$ cat src/rtl/m_bin2bcd_disp.sv
// Iterative double-dabble binary-to-BCD converter feeding the 8-digit 7-segment display.
// Optional leading-zero blank mask enabled by defining BIN2BCD_ZERO_BLANK_EN.
module m_bin2bcd_disp #(
    parameter int NBITS = 32,
    parameter int NDIG  = 8
) (
    input  logic                w_clk,
    input  logic                w_rst_n,
    input  logic                w_start,
    input  logic [31:0]         w_bin,
    output logic                r_busy,
    output logic                r_done,
    output logic [4*NDIG-1:0]   r_bcd,
    output logic                r_ovf,
    output logic [NDIG-1:0]     r_blank
);

    localparam int              CW      = $clog2(NBITS + 1);
    localparam logic [CW-1:0]   CNT_LAST = CW'(NBITS - 1);
    localparam logic [31:0]     MAX_DEC  = 32'd99999999;

    typedef enum logic [1:0] {IDLE, SHIFT, DONE} state_t;

    state_t              state_q, state_d;
    logic [NBITS-1:0]    shift_q, shift_d;
    logic [4*NDIG-1:0]   acc_q, acc_d;
    logic [4*NDIG-1:0]   adj;
    logic [CW-1:0]       cnt_q, cnt_d;
    logic                ovf_pend_q, ovf_pend_d;
    logic                busy_q, busy_d;
    logic                done_q, done_d;
    logic [4*NDIG-1:0]   bcd_q, bcd_d;
    logic                ovf_q, ovf_d;

    always_ff @(posedge w_clk or negedge w_rst_n) begin
        if (!w_rst_n) begin
            state_q <= IDLE;
        end else begin
            state_q <= state_d;
        end
    end

    always_comb begin
        state_d = state_q;
        case (state_q)
            IDLE:    if (w_start) state_d = SHIFT;
            SHIFT:   if (cnt_q == CNT_LAST) state_d = DONE;
            DONE:    state_d = IDLE;
            default: state_d = IDLE;
        endcase
    end

    // Add-3 correction uses the pre-shift digit values, all digits in parallel.
    always_comb begin
        adj = acc_q;
        for (int k = 0; k < NDIG; k++) begin
            if (acc_q[4*k +: 4] >= 4'd5) begin
                adj[4*k +: 4] = acc_q[4*k +: 4] + 4'd3;
            end
        end
    end

`ifdef BIN2BCD_ZERO_BLANK_EN
    logic [NDIG-1:0] blank_q, blank_d;
    logic [NDIG-1:0] blank_calc;
    logic            seen_nz;

    always_comb begin
        blank_calc = '0;
        seen_nz    = 1'b0;
        for (int k = NDIG - 1; k >= 1; k--) begin
            seen_nz       = seen_nz | (acc_q[4*k +: 4] != 4'd0);
            blank_calc[k] = ~seen_nz;
        end
    end
`endif

    always_comb begin
        shift_d    = shift_q;
        acc_d      = acc_q;
        cnt_d      = cnt_q;
        ovf_pend_d = ovf_pend_q;
        busy_d     = busy_q;
        done_d     = 1'b0;
        bcd_d      = bcd_q;
        ovf_d      = ovf_q;
`ifdef BIN2BCD_ZERO_BLANK_EN
        blank_d    = blank_q;
`endif
        case (state_q)
            IDLE: begin
                if (w_start) begin
                    shift_d    = w_bin[NBITS-1:0];
                    acc_d      = '0;
                    cnt_d      = '0;
                    ovf_pend_d = (w_bin > MAX_DEC);
                    busy_d     = 1'b1;
                end
            end
            SHIFT: begin
                acc_d   = (adj << 1) | {{(4*NDIG-1){1'b0}}, shift_q[NBITS-1]};
                shift_d = shift_q << 1;
                cnt_d   = cnt_q + CW'(1);
            end
            DONE: begin
                bcd_d  = ovf_pend_q ? {NDIG{4'h9}} : acc_q;
                ovf_d  = ovf_pend_q;
                done_d = 1'b1;
                busy_d = 1'b0;
`ifdef BIN2BCD_ZERO_BLANK_EN
                blank_d = ovf_pend_q ? '0 : blank_calc;
`endif
            end
            default: begin
                busy_d = 1'b0;
            end
        endcase
    end

    always_ff @(posedge w_clk or negedge w_rst_n) begin
        if (!w_rst_n) begin
            shift_q    <= '0;
            acc_q      <= '0;
            cnt_q      <= '0;
            ovf_pend_q <= 1'b0;
            busy_q     <= 1'b0;
            done_q     <= 1'b0;
            bcd_q      <= '0;
            ovf_q      <= 1'b0;
        end else begin
            shift_q    <= shift_d;
            acc_q      <= acc_d;
            cnt_q      <= cnt_d;
            ovf_pend_q <= ovf_pend_d;
            busy_q     <= busy_d;
            done_q     <= done_d;
            bcd_q      <= bcd_d;
            ovf_q      <= ovf_d;
        end
    end

`ifdef BIN2BCD_ZERO_BLANK_EN
    always_ff @(posedge w_clk or negedge w_rst_n) begin
        if (!w_rst_n) begin
            blank_q <= '0;
        end else begin
            blank_q <= blank_d;
        end
    end
    assign r_blank = blank_q;
`else
    assign r_blank = '0;
`endif

    assign r_busy = busy_q;
    assign r_done = done_q;
    assign r_bcd  = bcd_q;
    assign r_ovf  = ovf_q;

endmodule

$ cat config.mk
export PLATFORM = sky130hd
export DESIGN_NAME = m_bin2bcd_disp
export DESIGN_NICKNAME = d
export VERILOG_FILES = /design/src/rtl/m_bin2bcd_disp.sv
export SDC_FILE = /design/constraint.sdc
export NUM_CORES = 1
export LEC_CHECK = 0
export ABC_CLOCK_PERIOD_IN_PS = 2500
export CORE_ASPECT_RATIO = 1.25
export CORE_UTILIZATION = 55
export DETAILED_ROUTE_END_ITERATION = 8
export PLACE_DENSITY = 0.79
export RECOVER_POWER = 25
export SLEW_MARGIN = 10
export SYNTH_ARGS = -nofsm -noshare
export SYNTH_HDL_FRONTEND = slang
export SYNTH_SLANG_ARGS = --single-unit
$ cat constraint.sdc
create_clock -name w_clk -period 2.5 [get_ports w_clk]
set_input_delay 0.375 -clock w_clk [delete_from_list [all_inputs] [get_ports w_clk]]
set_output_delay 0.375 -clock w_clk [all_outputs]
set_load 0.05 [all_outputs]
==> flow_metrics.env <==
export IMPL_cts_buffers=9
export IMPL_hold_viol=0
export IMPL_post_cts_setup_buffers=0
export IMPL_clockBufferDepth=2
export IMPL_dieArea_mm2=0.01001
export IMPL_yosysMostFrequentCell="dfrtp_1"
export IMPL_r2r_cells=4
export IMPL_hp_class="register to register"
export IMPL_p_per_area_mw_per_mm2=1174
export IMPL_num_vias=4129
export IMPL_maxSlewHeadroom_pct=3.739
export IMPL_power_frac_seq_pct=40.0
export IMPL_hpwl_um=7115
export IMPL_crit_chain="inv_4, nand2_2, buf_4, o21ai_0"
export IMPL_crit_path_max_incr_delay_ns=0.65
export IMPL_pwr_share_clk_pct=20.4
export IMPL_synthFlopType="dfrtp_1"
export IMPL_clk_insertion_delay_late_ns=0.36
export IMPL_ir_drop_mv=0.5184
export IMPL_synthDistinctLibCells=42
export IMPL_syn2layout_area_growth_pct=17.67
export IMPL_holdWs_ns=0.4706
export IMPL_core_area_mm2=0.009223
export IMPL_die_w_um=89.67
export IMPL_synth_top_area_cell="dfrtp_1"
export IMPL_drtIter0Drc=217
export IMPL_skew_ns=0.006153
export IMPL_ys_ff_latch=108
export IMPL_synth_common_cells="108 x dfrtp_1, 70 x o22ai_1, 47 x nand2_1"
export IMPL_min_period_over_period_pct=82.51
export IMPL_min_period_ns=2.063
export IMPL_antennaDiodeCount=0
export IMPL_cts_tree="built"
export IMPL_critPathRequiredTime_ns=2.72
export IMPL_clkTransAtPathRegs_ns=0.07
export IMPL_yosysTopAreaCellShare_pct=51.15
export IMPL_initial_core_util_pct=57.29
export IMPL_worstPathMaxFanout=39
export IMPL_synth_edf_count=0
export IMPL_htree_num_levels=3
export IMPL_syn_area_per_cell_um2=10.18
export IMPL_cap_violations=0
export IMPL_routed_via_density=5.932
export IMPL_antenna_found_initial=0
export IMPL_ys_warn_count=0
export IMPL_fmax_ghz=0.4848
export IMPL_ant_nets=0
export IMPL_slowest_stage="dfrtp_1"
export IMPL_rsz0062_at_grt="false"
export IMPL_netlist_area_mm2=0.005284
export IMPL_syn_inst=519
export IMPL_grt_max_degree=109
export IMPL_fin_nets=621
export IMPL_critPathLaunchType="register"
export IMPL_grt_pass1_wl_um=18750
export IMPL_drt_pre_antenna_iters=5
export IMPL_rows=39
export IMPL_crit_type="register to register"
export IMPL_switching_share_pct=38.15
export IMPL_clockRootBuffer="clkbuf_16"
export IMPL_r2r_slack_ns=0.44
export IMPL_synthTopCellsByArea="dfrtp_1 51%, o22ai_1 8.3%, o21ai_0 4.4%"
export IMPL_combPwrFrac_pct=39.6
export IMPL_num_io_pins=78
export IMPL_post_route_drc_count=0
export IMPL_gr_total_overflow=0
export IMPL_power_leakage_nw=2.634
export IMPL_internal_power_mw=4.514
export IMPL_setup_tns_final_ns=0
export IMPL_cts_resized_gates=0
export IMPL_finalSetupViolations=0
export IMPL_end_kind="register"
export IMPL_place_gp_congestion=0.8003
export IMPL_synth_seq_area_share_pct=51.15
export IMPL_wl_um=10940
export IMPL_wl_per_cell_um=15.72
export IMPL_die_y_um=111.6
export IMPL_track_usage_pct=24.01
export IMPL_min_path_cells=1
export IMPL_p_switching_mw=2.785
export IMPL_slew_violations=0
export IMPL_first_global_vias=4061
export IMPL_outcome="finished clean"
export IMPL_tightest_slew_ns=1.444
export IMPL_drive_gt1_share_pct=7.853
export IMPL_port_buffers=69
export IMPL_hold_buffers=0
export IMPL_clock_sinks=108
export IMPL_critPathArrivalTime_ns=2.28
export IMPL_ys_async_sr_fraction_pct=100.0
## placed cells by master (no fill, tap or decap), types with 3 or more instances in the layout
cell type and n:
o31ai_1 16, nand2b_1 17, ha_1 17, nand3_1 4, conb_1 8, nand2_1 47, o22ai_1 70, xnor2_1 8
o21ai_0 46, buf_4 8, a21oi_1 41, mux2_2 7, nor2_1 21, clkdlybuf4s50_1 68, dfrtp_1 108, mux2i_1 3
a22o_1 3, clkbuf_16 9, xor2_1 9, a32o_1 8, clkinv_2 4, o32ai_1 5, inv_1 18
## final timing paths
kind | startpoint | end
setup / recovery | state_q[0] | r_bcd[12]
hold / removal | cnt_q[5] | cnt_q[5]
setup reg to reg | state_q[0] | r_bcd[12]
hold reg to reg | cnt_q[5] | cnt_q[5]
max in group asynchronous | w_rst_n | shift_q[4]
min in group asynchronous | w_rst_n | r_bcd[25]
## final cells by class
type / instances / area (um2)
Multi-Input combinational cell: 353 / 2226
Timing Repair Buffer: 78 / 755.7
Sequential cell: 108 / 2703
Clock inverter: 6 / 80.08
Inverter: 19 / 73.82
Clock buffer: 9 / 225.2
Fill cell: 714 / 3005
Tap cell: 123 / 153.9
## power groups by stage
stage / clock [mW] / sequential, mW / combinational, mW
2_1_floorplan: 0 / 3.00 / 2.13
3_3_place_gp: 0 / 2.90 / 2.74
3_5_place_dp: 0 / 2.93 / 2.88
4_1_cts: 1.51 / 2.90 / 2.92
5_1_grt: 1.59 / 3.00 / 3.25
6_report: 1.49 / 2.92 / 2.89
## metal layers
layer	part of all wire [%]	wire, um	GRT usage (%)
met1	43	4701	31.78
met2	51	5567	39.29
met3	4.6	504	4.225
met4	1.5	167	8.254
met5	0	0	0
## logic make-up (layout without fill, tap and decap cells)
kind of cell / after synthesis / after routing / share of synthesized area, %
compound gates: 196 / 196 / 23.02
flops: 108 / 108 / 51.15
simple gates: 105 / 105 / 9.638
buf+inv: 65 / 112 / 7.222
fa+ha+maj: 17 / 17 / 4.025
xor+xnor: 17 / 17 / 2.818
mux: 10 / 10 / 2.060
other cells: 1 / 8 / 0.07097
## critical path, delay by kind of cell, from the launching register on
kind | cells | cell delay [ns]
compound gates | 1 | 0.16
buf+inv | 2 | 0.67
flops | 1 | 0.65
simple gates | 1 | 0.43
## flip-flops by register name, indices dropped and copies added (netlist names)
name        cells
shift_q        32
r_done          1
r_ovf           1
state_q         2
r_bcd          32
acc_q          32
ovf_pend_q      1
r_busy          1
cnt_q           6
## metrics by stage
| stage | power, mW | util (%) | cells | setup WS [ns] | area [um2] |
|---|---|---|---|---|---|
| floorplan | 5.129 | - | 526 | 0.9674 | 5310 |
| CTS | 7.329 | 67.55 | 696 | 0.4385 | 6230 |
| detailed placement | 5.807 | 64.24 | 681 | 0.4671 | 5924 |
| global placement | 5.637 | 64.24 | 681 | 0.4873 | 5924 |
| global route | 7.830 | 67.41 | 696 | 0.2558 | 6217 |
| finish | 7.299 | 67.41 | 696 | 0.4373 | 6217 |
(Power assumes the default switching activity.)
